File: src/rtl/st_bus_pkg.sv
// st_bus_pkg: shared ST-BUS frame constants and channel type
package st_bus_pkg;
  localparam int FRAME_C4 = 512;
  localparam int CHANNELS = 32;
  localparam int BITS_PER_CH = 8;
  localparam logic [BITS_PER_CH-1:0] IDLE_BYTE = 8'hFF;
  typedef logic [4:0] ch_t;
endpackage

File: src/rtl/st_bus_timing.sv
// st_bus_timing: C4/F0 generation plus bit-boundary and load strobes
module st_bus_timing
  import st_bus_pkg::*;
#(
  parameter int DIV = 4
) (
  input  logic clk,
  input  logic reset,
  input  logic i_en,
  output logic o_c4,
  output logic o_f0,
  output logic o_frame_start,
  output logic o_bit,
  output logic o_load,
  output ch_t  o_ch
);
  localparam int DW = $clog2(DIV);
  localparam int CW = $clog2(FRAME_C4);
  logic [DW-1:0] r_div;
  logic [DW-1:0] w_div_nxt;
  logic [CW-1:0] r_cnt;
  logic [CW-1:0] w_cnt_nxt;
  logic          r_c4;
  logic          r_f0;
  logic          r_fs;
  logic          w_div_end;
  logic          w_wrap;
  // next counter values; a low enable parks both counters at the frame start
  always_comb begin
    w_div_end = r_div == DW'(DIV - 1);
    w_wrap    = w_div_end && r_cnt == CW'(FRAME_C4 - 1);
    w_div_nxt = (!i_en || w_div_end) ? '0 : r_div + DW'(1);
    w_cnt_nxt = !i_en ? '0 : r_cnt + CW'(w_div_end);
  end
  // c4/f0 are registered from the next counter state so they line up with it
  always_ff @(posedge clk or posedge reset) begin
    if (reset) begin
      r_div <= '0;
      r_cnt <= '0;
      r_c4  <= 1'b1;
      r_f0  <= 1'b1;
      r_fs  <= 1'b0;
    end else begin
      r_div <= w_div_nxt;
      r_cnt <= w_cnt_nxt;
      r_c4  <= w_div_nxt < DW'(DIV / 2);
      r_f0  <= w_cnt_nxt != CW'(FRAME_C4 - 1);
      r_fs  <= i_en && w_wrap;
    end
  end
  assign o_c4          = r_c4;
  assign o_f0          = r_f0;
  assign o_frame_start = r_fs;
  assign o_bit         = i_en && w_div_end && r_cnt[0];
  assign o_load        = i_en && w_div_end && (&r_cnt[3:0]);
  assign o_ch          = r_cnt[CW-1 -: 5];
endmodule

File: src/rtl/st_bus_tx.sv
// st_bus_tx: ST-BUS timing master with a one-byte holding stage and serial shifter
module st_bus_tx
  import st_bus_pkg::*;
#(
  parameter int DIV = 4
) (
  input  logic                   clk,
  input  logic                   reset,
  input  logic                   en,
  input  logic [BITS_PER_CH-1:0] ch_data,
  input  logic                   ch_valid,
  output logic                   ch_ready,
  output ch_t                    ch_num,
  output logic                   c4,
  output logic                   f0,
  output logic                   dstx,
  output logic                   frame_start,
  output logic                   underrun
);
  logic                   r_run;
  logic                   r_full;
  logic [BITS_PER_CH-1:0] r_hold;
  logic [BITS_PER_CH-1:0] r_shift;
  logic                   w_run;
  logic                   w_bit;
  logic                   w_load;
  logic                   w_accept;
  ch_t                    w_ch;
  st_bus_timing #(.DIV(DIV)) u_timing (
    .clk           (clk),
    .reset         (reset),
    .i_en          (en),
    .o_c4          (c4),
    .o_f0          (f0),
    .o_frame_start (frame_start),
    .o_bit         (w_bit),
    .o_load        (w_load),
    .o_ch          (w_ch)
  );
  // handshake and status; r_run keeps them idle until the first edge out of reset
  always_comb begin
    w_run    = en && r_run;
    ch_ready = w_run && !r_full && !w_load;
    w_accept = ch_valid && ch_ready;
    ch_num   = w_run ? ch_t'((int'(w_ch) + 1) % CHANNELS) : '0;
    underrun = w_run && w_load && !r_full;
    dstx     = r_shift[BITS_PER_CH-1];
  end
  // holding/shift pipeline: load wins over shift, accepts never land on a load cycle
  always_ff @(posedge clk or posedge reset) begin
    if (reset) begin
      r_run   <= 1'b0;
      r_full  <= 1'b0;
      r_hold  <= IDLE_BYTE;
      r_shift <= IDLE_BYTE;
    end else if (!en) begin
      r_run   <= 1'b0;
      r_full  <= 1'b0;
      r_shift <= IDLE_BYTE;
    end else begin
      r_run <= 1'b1;
      if (w_load) begin
        r_shift <= r_full ? r_hold : IDLE_BYTE;
        r_full  <= 1'b0;
      end else begin
        if (w_bit) r_shift <= {r_shift[BITS_PER_CH-2:0], 1'b1};
        if (w_accept) begin
          r_hold <= ch_data;
          r_full <= 1'b1;
        end
      end
    end
  end
endmodule

File: config.mk
export PLATFORM = sky130hd
export DESIGN_NAME = st_bus_tx
export DESIGN_NICKNAME = d
export VERILOG_FILES = /design/src/rtl/st_bus_pkg.sv /design/src/rtl/st_bus_timing.sv /design/src/rtl/st_bus_tx.sv
export SDC_FILE = /design/constraint.sdc
export NUM_CORES = 1
export LEC_CHECK = 0
export ABC_CLOCK_PERIOD_IN_PS = 2980
export BUFFER_PORTS_ARGS = -buffer_cell sky130_fd_sc_hd__buf_2
export CORE_MARGIN = 4
export CORE_UTILIZATION = 37
export CTS_BUF_LIST = sky130_fd_sc_hd__clkbuf_4 sky130_fd_sc_hd__clkbuf_8
export DETAILED_ROUTE_END_ITERATION = 6
export GPL_ROUTABILITY_DRIVEN = 0
export HOLD_SLACK_MARGIN = 0.1
export SLEW_MARGIN = 25
export SYNTH_ARGS = -nofsm -noshare
export SYNTH_HDL_FRONTEND = slang
export SYNTH_HIERARCHICAL = 1
export SYNTH_SLANG_ARGS = --single-unit
File: constraint.sdc
create_clock -name clk -period 2.98 [get_ports clk]
set_input_delay 0.298 -clock clk [delete_from_list [all_inputs] [get_ports clk]]
set_output_delay 0.298 -clock clk [all_outputs]
set_load 0.01 [all_outputs]
**Word-level counts from Yosys, hierarchy flattened**

Cells that the tools add are included.

- Logic and storage cells: 47
- RAM bits: 0
- Latch bits: 0
- Input bits: 12
- Memories kept: 0
- Output and inout bits: 11
- Flip-flop bits (word level): 32
- Bits in read-only memories: 0

- Equality and inequality tests: 5
- Reduce and logical (&&, ||, !) cells: 17
- Shifts and indexed selects: 0
- Bitwise gates (word level): 1
- Muxes and demuxes: 11
- Order comparisons: 1
- $mul: 0
- Div/mod/pow operators: 0
- $add $sub $neg: 3

Operators with widths:

| cell | number |
|---|---|
| $mux W8 | 4 |
| $logic_and A1 B1 Y1 | 11 |
| $add A9 B1 Y9 | 1 |
| $eq A9 B9 Y1 const B | 1 |
| $mux W9 | 1 |
| $ne A9 B9 Y1 const B | 1 |
| $ne A3 B1 Y1 const B | 2 |
| $add A5 B1 Y5 const B | 1 |
| $mux W5 | 1 |
| $mux W1 | 4 |
| $reduce_and A4 Y1 | 1 |
| $logic_not A1 Y1 | 3 |
| $reduce_and A3 Y1 | 1 |
| $add A2 B1 Y2 const B | 1 |
| $eq A2 B2 Y1 const B | 1 |
| $lt A2 B2 Y1 const B | 1 |
| $mux W2 | 1 |
| $logic_or A1 B1 Y1 | 1 |
| $not A1 Y1 | 1 |

**Depth between registers and ports, before layout**

Gate-level depths: netlist of run 1.

- Word-level depth: 9
- Gate-level depth with buffers: 7
- Depth with buffers taken out: 7

**Cells and area by module**

Netlist of run 1, hierarchy kept.

Modules (own cells, without submodules):

| module | seq. area each (µm²) | cells each | times used | area an instance (µm²) |
|---|---|---|---|---|
| st_bus_tx | 470.5 | 71 | 1 | 838.3 |
| st_bus_timing | 352.8 | 64 | 1 | 669.4 |

**Least setup slack after synthesis of run 1**

No wires, ideal clock.

- Path type: reg2reg
- Start: reg u_timing.r_div[0]
- End: reg u_timing.r_f0, in the netlist u_timing/o_f0
- Arrival: 1.633 ns
- Path slack: 1.254 ns
- Clock period less this slack: 1.726 ns
- Library setup time: 0.093 ns
- Cell stages (with the launch flop): 8
- Cells stage by stage: dfrtp_1 ha_1 ha_1 ha_1 nand3_1 or3_1 a22oi_1 nand4_1

- Word-level cells in the longest chain between the ends: 4

Ends and longest elaborated chain:

| element | RTL line | text |
|---|---|---|
| start, declared | st_bus_timing.sv:19 | `logic [DW-1:0] r_div;` |
| start signal, assigned | st_bus_timing.sv:44 | `r_div <= w_div_nxt;` |
| $eq A2 B2 Y1 | st_bus_timing.sv:30 | `w_div_end = r_div == DW'(DIV - 1);` |
| $add A9 B1 Y9 | st_bus_timing.sv:33 | `w_cnt_nxt = !i_en ? '0 : r_cnt + CW'(w_div_end);` |
| $mux W9 | st_bus_timing.sv:33 |  |
| $ne A9 B9 Y1 | st_bus_timing.sv:47 | `r_f0 <= w_cnt_nxt != CW'(FRAME_C4 - 1);` |
| end signal, assigned | st_bus_timing.sv:47 |  |
| end, declared | st_bus_timing.sv:24 | `logic r_f0;` |

Every way passes these cells.
A chain may end at the register's enable or synchronous reset.

**Final worst setup path of run 1**

Same ends and word-level chain as after synthesis.

==> results of run 1 <==
[worst min-delay path by stage]
| stage | from | endpoint | slack (ns) | depth (start not counted) |
|---|---|---|---|---|
| 2_1_floorplan | reset | u_timing/o_frame_start | 0.19 | 1 |
| 3_3_place_gp | reset | u_timing/r_div[1] | 0.37 | 2 |
| 3_5_place_dp | reset | u_timing/r_div[1] | 0.38 | 2 |
| 4_1_cts | ch_data[5] | r_hold[5] | 0.25 | 2 |
| 5_1_grt | ch_data[0] | r_hold[0] | 0.25 | 2 |
| 6_report | ch_data[7] | r_hold[7] | 0.25 | 2 |
[cell families (layout without fill, tap and decap cells)]
| logic type | after synthesis | count (layout) |
|---|---|---|
| muxes | 8 | 8 |
| adders and majority gates | 4 | 4 |
| AOI/OAI and AO/OA | 25 | 25 |
| xor gates and xnor gates | 6 | 6 |
| and+or+nand+nor | 46 | 46 |
| DFF | 32 | 32 |
| buffers and inverters | 14 | 38 |
[state kept, by name, summed over array words and instances, names as in the netlist]
| name | count |
|---|---|
| u_timing/o_frame_start | 1 |
| u_timing/r_cnt | 9 |
| r_hold | 8 |
| r_shift | 8 |
| r_full | 1 |
| u_timing/o_c4 | 1 |
| u_timing/r_div | 2 |
| r_run | 1 |
| u_timing/o_f0 | 1 |
[layer usage]
layer / track usage / wire length (um) / vias up
li1: - / - / 521
met1: 0.152 / 1310 / 485
met2: 0.190 / 1240 / 24
met3: 0.0323 / 140 / 4
met4: 0.0543 / 41 / 0
met5: 0 / 0 / -
[synth_stat cells, drive strengths merged]
master / n
o21ai: 4
buf: 6
nor2: 15
xor2: 4
and3: 1
nor4b: 1
nand3b: 1
nor3b: 1
or3: 4
xnor2: 2
nand3: 9
clkbuf: 1
ha: 4
nor4: 1
o2bb2ai: 7
nand4: 3
nor3: 1
nand2: 3
dfrtp: 14
and4bb: 1
and2: 4
inv: 7
a22oi: 1
nand2b: 1
a21oi: 12
dfstp: 18
o32a: 1
mux2: 8
[timing repair]
action / CTS / global route
hold buffers: 1 / 0
hold endpoints to repair: 12 / 0
gates resized for setup: 0 / 0
[stage by stage]
stage	instance area (um2)	worst slack [ns]	power, mW	hold slack, ns
after floorplan	1510	1.25	0.570	0.186
after detailed placement	1630	1.03	0.600	0.381
after CTS	1770	1.04	1.05	0.245
after global placement	1630	1.09	0.596	0.372
final	1770	1.06	1.04	0.250
after global routing	1770	0.955	1.08	0.250
[power breakdown]
| part | total, mW | internal [mW] | switching (mW) |
|---|---|---|---|
| logic | 0.0779 | 0.0382 | 0.0396 |
| registers | 0.516 | 0.495 | 0.0207 |
| clock network | 0.444 | 0.295 | 0.149 |
[worst register-to-register path, cell delays in order, from the launching register on]
cell     delay [ns]
dfrtp_1        0.34
ha_1           0.21
ha_1           0.22
ha_1           0.20
nand3_1        0.17
or3_1          0.40
a22oi_1        0.17
nand4_1        0.12
[final cells by class]
cell class / count / share of cell area
flip-flops and latches: 32 / 0.466
multi-input cells: 89 / 0.346
repair buffers: 23 / 0.0679
clock buffers: 7 / 0.0545
well taps: 48 / 0.0340
clock inverters: 1 / 0.0170
inverters: 7 / 0.0149
==> results.json, run 1 <==
{
  "max_freq_ghz": 0.520,
  "post-route-period-util": 0.645,
  "synth.cell_area_mm2": 0.00151,
  "crit_end": "u_timing/o_f0",
  "finalClockSkew_ns": 0.00669,
  "yosysWarnings": 6,
  "detail_route.iter0.violations": 52,
  "rsz0062_at_grt": "false",
  "cts_made_buffers": 5,
  "hold_path_class": "in -> reg",
  "grt_pass1_vias": 1110,
  "synth.distinct_cells": 31,
  "cts_max_path_buffers": 2,
  "worst_pin_slew_ns": 0.663,
  "endpoint_kind": "flop",
  "drt-wirelength-per-cell_um": 13.2,
  "route.detailed.drc": 0,
  "stdcell_count": 207,
  "synth_top_area_cell": "dfstp_2",
  "arrival_ns": 2.11,
  "multi_input_area_um2": 612,
  "gr-usage-all-layers": 0.120,
  "cp_cell_sequence": "ha_1, ha_1, ha_1, nand3_1, or3_1, a22oi_1, nand4_1",
  "cp_slowest_cell": "or3_1",
  "r2r_start": "u_timing/r_div[0]",
  "grt_max_degree": 19,
  "synthCells": 135,
  "ir_worst_vdd_mv": 0.389,
  "period_minus_slack_ns": 1.92,
  "cts_root_buf": "clkbuf_8",
  "antenna_left": 0,
  "via_per_inst": 5.00,
  "max_slew_margin": 0.558,
  "rows": 22,
  "synth-simple-area-share": 0.168,
  "hold_violations": 0,
  "postLayoutCoreUtil": 0.465,
  "slew_viol_final": 0,
  "final_common_cell": "buf_2",
  "clk_latency_ns": 0.27,
  "p_leak_nw": 0.789,
  "power_density_mw_per_mm2": 587,
  "critPathRequiredTime_ns": 3.17,
  "die_area_mm2": 0.00516,
  "r2r_slack_ns": 1.06,
  "clk_pin_slew_worst_paths_ns": 0.06,
  "worst_setup_path_start_kind": "flop",
  "ys_ff_latch": 32,
  "antenna_found_initial": 0,
  "clock_sinks": 32,
  "synth_compound_area_frac": 0.110,
  "cp_slowest_stage_delay_ns": 0.40,
  "synth.net_count": 151,
  "synth_top_family_by_area": "simple AND/OR/NAND/NOR gates",
  "synthMuxAreaShare": 0.0598,
  "hpwl_um": 2000,
  "setup_violations": 0,
  "first_pass_iters": 4,
  "tritoncts": "done",
  "layout-drive-gt1-share": 0.377,
  "via_count": 1034,
  "fp.dieH_um": 71.8,
  "fin_tns_setup_ns": 0,
  "io_pins": 23,
  "avgSynthCellArea_um2": 11.2,
  "portBuffers": 22,
  "start_util": 0.397,
  "dp_cells": 198,
  "crit_buf_inv": 0,
  "outcome": "finished, final reports clean",
  "synthToLayoutAreaGrowth_pct": 17.3,
  "setup.worst_path.start": "u_timing/r_div[0]",
  "worst-path-stages": 7,
  "critPathMaxFanout": 5,
  "seqCellArea_um2": 823,
  "coreArea_mm2": 0.00380,
  "crit_type": "reg -> reg",
  "drv_cap": 0,
  "postCtsSetupBuffers": 0,
  "grt_pass1_wl_um": 4900,
  "routed_wl_um": 2730,
  "synthTopCellsByArea": "dfstp_2 31%, dfrtp_1 23%, mux2_2 6.0%",
  "fillers": 361,
  "htree_levels": 2,
  "cp_top_family": "simple AND/OR/NAND/NOR gates",
  "path_common_cell": "ha_1",
  "synth_adder_area_share": 0.0332,
  "yosys.area.top_type_share": 0.314,
  "dieWidth_um": 71.8,
  "ff2ff_path_depth": 7,
  "ys_seq_area_frac": 0.546,
  "diodes": 0,
  "synth_xor_area_frac": 0.0349,
  "regToRegEndpoint": "u_timing/o_f0",
  "fin_nets": 174,
  "layout_common_cells": "22 x buf_2, 18 x dfstp_2, 15 x nor2_1",
  "grt_overflow": 0
}
Note: power is estimated with default switching activity, not from simulation.
==> run 2, diff against run 1 <==
Settings changed: ABC_CLOCK_PERIOD_IN_PS 2980 to 1900.
Clock period 2.98 ns to 1.9 ns, I/O delays scaled along.
==> results.json, run 2 (same netlist as run 1, synthesis figures left out) <==
{
  "dpl_cell_area_mm2": 0.00165,
  "fin_nets": 177,
  "layout-drive-gt1-share": 0.426,
  "hold_path_class": "in -> reg",
  "fin_ws_ns": 0.0964,
  "diodes": 0,
  "slew_viol_final": 0,
  "clk_latency_ns": 0.29,
  "htree_levels": 2,
  "regToRegEndpoint": "u_timing/o_f0",
  "fp.dieH_um": 71.8,
  "route.detailed.drc": 0,
  "crit_type": "reg -> reg",
  "grt_pass1_wl_um": 5040,
  "fin_area_mm2": 0.00181,
  "hold_violations": 0,
  "period_minus_slack_ns": 1.80,
  "synthToLayoutAreaGrowth_pct": 19.8,
  "intPower_mw": 1.24,
  "stdcell_count": 210,
  "grt_max_degree": 19,
  "regMostFlops": "u_timing/r_cnt",
  "top_regs": "u_timing/r_cnt x9, r_hold x8, r_shift x8",
  "ir_worst_vdd_mv": 0.491,
  "critPathMaxFanout": 5,
  "multi_input_area_um2": 643,
  "die_area_mm2": 0.00516,
  "drt-wirelength-per-cell_um": 14.1,
  "cts_made_buffers": 5,
  "setup_violations": 0,
  "detail_route.iter0.violations": 62,
  "drv_cap": 0,
  "max_freq_ghz": 0.554,
  "p_sw_frac": 0.217,
  "antenna_found_initial": 0,
  "layout_common_cells": "22 x buf_2, 18 x dfstp_2, 14 x nor2_1, 14 x dfrtp_1, 10 x a21oi_1",
  "hpwl_um": 2080,
  "final_common_cell": "buf_2",
  "endpoint_kind": "flop",
  "power_density_mw_per_mm2": 880,
  "via_per_inst": 5.26,
  "dp_cells": 201,
  "combPwrFrac": 0.081,
  "ff2ff_path_depth": 7,
  "critPathRequiredTime_ns": 2.10,
  "clock_sinks": 32,
  "io_pins": 23,
  "via_count": 1104,
  "r2r_slack_ns": 0.1,
  "pre_cts_ws_ns": 0.0170,
  "post-route-period-util": 0.949,
  "grt_pass1_vias": 1094,
  "fillers": 363,
  "grt_overflow": 0,
  "tritoncts": "done",
  "routed_wl_um": 2970,
  "finalClockSkew_ns": 0.00716,
  "worst_pin_slew_ns": 0.650,
  "p_seq_frac": 0.509,
  "outcome": "finished, final reports clean",
  "postLayoutCoreUtil": 0.476,
  "worst_setup_path_start_kind": "flop",
  "hp-start": "ch_data[4]",
  "portBuffers": 22,
  "largest_reg_flops": 9,
  "p_sw_mw": 0.346,
  "rows": 22,
  "max_slew_margin": 0.566,
  "arrival_ns": 2.01,
  "first_pass_iters": 4,
  "min_path_cells": 2,
  "cts_max_path_buffers": 2,
  "start_util": 0.397,
  "seqCellArea_um2": 823,
  "dieWidth_um": 71.8,
  "cts_root_buf": "clkbuf_8",
  "p_leak_nw": 0.791,
  "coreArea_mm2": 0.00380,
  "gr-usage-all-layers": 0.127,
  "pwr-share-clk": 0.410,
  "hold-path-endpoint": "r_hold[4]",
  "r2r_start": "u_timing/r_div[1]",
  "clk_pin_slew_worst_paths_ns": 0.07,
  "antenna_left": 0
}
## run 2: power by group through the flow
stage | clock network, mW | registers [mW] | logic [mW]
6_report | 0.652 | 0.809 | 0.129
5_1_grt | 0.701 | 0.818 | 0.151
4_1_cts | 0.667 | 0.807 | 0.128
3_5_place_dp | 0 | 0.817 | 0.126
3_3_place_gp | 0 | 0.814 | 0.122
2_1_floorplan | 0 | 0.810 | 0.0843
## run 2: critical path, stage by stage, from the launching register on
cell     delay [ns]
dfrtp_1        0.38
ha_4           0.16
ha_2           0.19
ha_2           0.20
nand3_2        0.11
or3_1          0.39
a22oi_1        0.18
nand4_1        0.12
## run 2: repair_timing
| item | 4_1_cts | 5_1_grt |
|---|---|---|
| setup buffers | 0 | 0 |
| hold buffers | 1 | 0 |
| endpoints found under the hold margin | 14 | 0 |
| endpoints found under the setup margin | 0 | 6 |
| gates resized for setup | 0 | 7 |
## run 2: routing by layer
| metal | up-vias | GRT usage | wire [um] |
|---|---|---|---|
| met5 | - | 0 | 0 |
| met4 | 0 | 0.0710 | 65 |
| met3 | 6 | 0.0491 | 187 |
| met2 | 23 | 0.179 | 1300 |
| met1 | 550 | 0.165 | 1420 |
| li1 | 525 | - | - |
## run 2: how the worst max path moves through the flow
stage / endpoint / startpoint / depth (start not counted) / slack, ns
6_report: u_timing/o_f0 / u_timing/r_div[1] / 7 / 0.1
5_1_grt: u_timing/o_f0 / u_timing/r_div[0] / 7 / -0.003
3_3_place_gp: u_timing/o_f0 / u_timing/r_div[0] / 7 / 0.12
3_5_place_dp: u_timing/o_f0 / u_timing/r_div[0] / 7 / 0.02
4_1_cts: u_timing/o_f0 / u_timing/r_div[0] / 7 / 0.003
2_1_floorplan: u_timing/o_f0 / u_timing/r_div[0] / 7 / 0.17
## run 2: final cells by class
cell class / instances / area share
timing repair buffer: 26 / 0.0789
inverter: 7 / 0.0145
multi-input combinational: 89 / 0.356
sequential: 32 / 0.456
clock buffer: 6 / 0.0422
clock inverter: 2 / 0.0194
tap: 48 / 0.0332
## run 2: through the flow
stage          setup TNS [ns]  power, mW  hold slack [ns]
6_report                    0       1.59            0.131
2_1_floorplan               0      0.894           0.0778
3_3_place_gp                0      0.936            0.255
4_1_cts                     0       1.60            0.127
5_1_grt              -0.00288       1.67            0.123
3_5_place_dp                0      0.943            0.274
==> run 3, diff against run 2 <==
Settings changed: SETUP_SLACK_MARGIN set to 0.2.
==> results.json, run 3 (same netlist as run 1, synthesis figures left out) <==
{
  "top_regs": "u_timing/r_cnt x9, r_hold x8, r_shift x8",
  "hold_violations": 0,
  "combPwrFrac": 0.093,
  "layout_common_cells": "22 x buf_2, 18 x dfstp_2, 14 x nor2_1",
  "first_pass_iters": 4,
  "p_seq_frac": 0.540,
  "fin_tns_setup_ns": 0,
  "dpl_cell_area_mm2": 0.00167,
  "layout-drive-gt1-share": 0.500,
  "die_area_mm2": 0.00516,
  "pwr-share-clk": 0.367,
  "cp_slowest_stage_delay_ns": 0.40,
  "outcome": "finished, final reports clean",
  "max_freq_ghz": 0.599,
  "cts_made_buffers": 5,
  "hold_path_class": "in -> reg",
  "critPathRequiredTime_ns": 1.71,
  "arrival_ns": 1.48,
  "rsz0062_at_grt": "true",
  "antenna_found_initial": 0,
  "fin_ws_ns": 0.232,
  "cp_top_family": "flip-flops",
  "gr-usage-all-layers": 0.130,
  "fin_nets": 183,
  "antenna_left": 0,
  "grt_pass1_wl_um": 5230,
  "fp.dieH_um": 71.8,
  "coreArea_mm2": 0.00380,
  "cp_cell_sequence": "ha_4, nand3_4, nor2_4, buf_6, nor3b_2, buf_2",
  "grt_overflow": 0,
  "dieWidth_um": 71.8,
  "r2r_start": "u_timing/r_div[0]",
  "rows": 22,
  "cts_root_buf": "clkbuf_8",
  "via_per_inst": 5.10,
  "critPathMaxFanout": 3,
  "routed_wl_um": 3060,
  "slew_viol_final": 0,
  "route.detailed.drc": 0,
  "intPower_mw": 1.17,
  "cp_slowest_cell": "dfrtp_1",
  "clk_latency_ns": 0.27,
  "worst_setup_path_start_kind": "flop",
  "endpoint_kind": "output port",
  "finalClockSkew_ns": 0.00359,
  "power_density_mw_per_mm2": 782,
  "grt_pass1_vias": 1145,
  "cts_max_path_buffers": 2,
  "largest_reg_flops": 9,
  "hpwl_um": 2100,
  "p_total_mw": 1.50,
  "grt_max_degree": 19,
  "p_sw_mw": 0.329,
  "regMostFlops": "u_timing/r_cnt",
  "htree_levels": 2,
  "post-route-period-util": 0.878,
  "clk_pin_slew_worst_paths_ns": 0.06,
  "drt-wirelength-per-cell_um": 14.2,
  "start_util": 0.397,
  "worst_pin_slew_ns": 0.646,
  "p_leak_nw": 0.814,
  "fin_area_mm2": 0.00192,
  "crit_type": "reg -> out",
  "pre_cts_ws_ns": 0.0757,
  "via_count": 1102,
  "hp-start": "ch_data[6]",
  "diodes": 0,
  "setup.worst_path.start": "u_timing/r_div[0]",
  "final_common_cell": "buf_2",
  "drv_cap": 0,
  "portBuffers": 22,
  "synthToLayoutAreaGrowth_pct": 27.2,
  "io_pins": 23,
  "clock_sinks": 32,
  "detail_route.iter0.violations": 48,
  "p_sw_frac": 0.219,
  "ir_worst_vdd_mv": 0.477,
  "crit_buf_inv": 2,
  "period_minus_slack_ns": 1.67,
  "setup_violations": 0,
  "max_slew_margin": 0.569,
  "tritoncts": "done"
}
## run 3: cell count changes in the layout (fill, tap and decap cells not counted), sizes merged
cell / previous run / this run
clkinv: 1 / 0
buf: 25 / 31
clkbuf: 6 / 8
bufinv: 1 / 0
## run 3: power groups by stage
stage	clock, mW	sequential [mW]	combinational [mW]
after floorplan	0	0.810	0.0844
after global placement	0	0.814	0.124
after detailed placement	0	0.818	0.129
after CTS	0.562	0.810	0.138
after global routing	0.594	0.819	0.161
final	0.550	0.811	0.140
## run 3: path summary, 6_finish.rpt
check / end / slack, ns / cells past startpoint
min in group asynchronous: u_timing/r_cnt[8] / 0.50 / 3
min: r_hold[6] / 0.15 / 2
max: underrun / 0.23 / 6
max reg2reg: u_timing/o_f0 / 0.23 / 7
min reg2reg: r_shift[2] / 0.48 / 1
max in group asynchronous: r_full / 0.94 / 3
## run 3: worst reg2reg max path: cells and delay by family, from the launching register on
family        cells  cell delay (ns)
fa+ha+maj         3             0.55
simple gates      3             0.43
flops             1             0.41
xor+xnor          1             0.20
## run 3: what timing repair did
| action | 4_1_cts | 5_1_grt |
|---|---|---|
| setup buffers | 1 | 4 |
| pin swaps | 5 | 5 |
| setup endpoints to repair | 15 | 5 |
| resized for setup | 9 | 11 |
| endpoints found under the hold margin | 14 | 0 |
| hold buffers | 1 | 0 |
## run 3: area by class of cell
cell class / count / area (um2)
timing repair buffer: 32 / 191
clock buffer: 8 / 97.6
sequential: 32 / 827
fill: 341 / 1880
multi-input combinational: 89 / 716
inverter: 7 / 26.3
tap: 48 / 60.1
## run 3: routing by layer
layer,wire length (um),GRT usage,up-vias
met5,0,0,-
met4,23,0.0438,0
met3,158,0.0491,2
met2,1490,0.202,24
met1,1380,0.166,540
li1,-,-,536
## run 3: metrics by stage
step,std cells,hold slack [ns],util
detailed placement,202,0.273,0.440
floorplan,135,0.0778,-
global placement,202,0.257,0.440
CTS,212,0.142,0.483
finish,216,0.148,0.505
global route,216,0.141,0.505
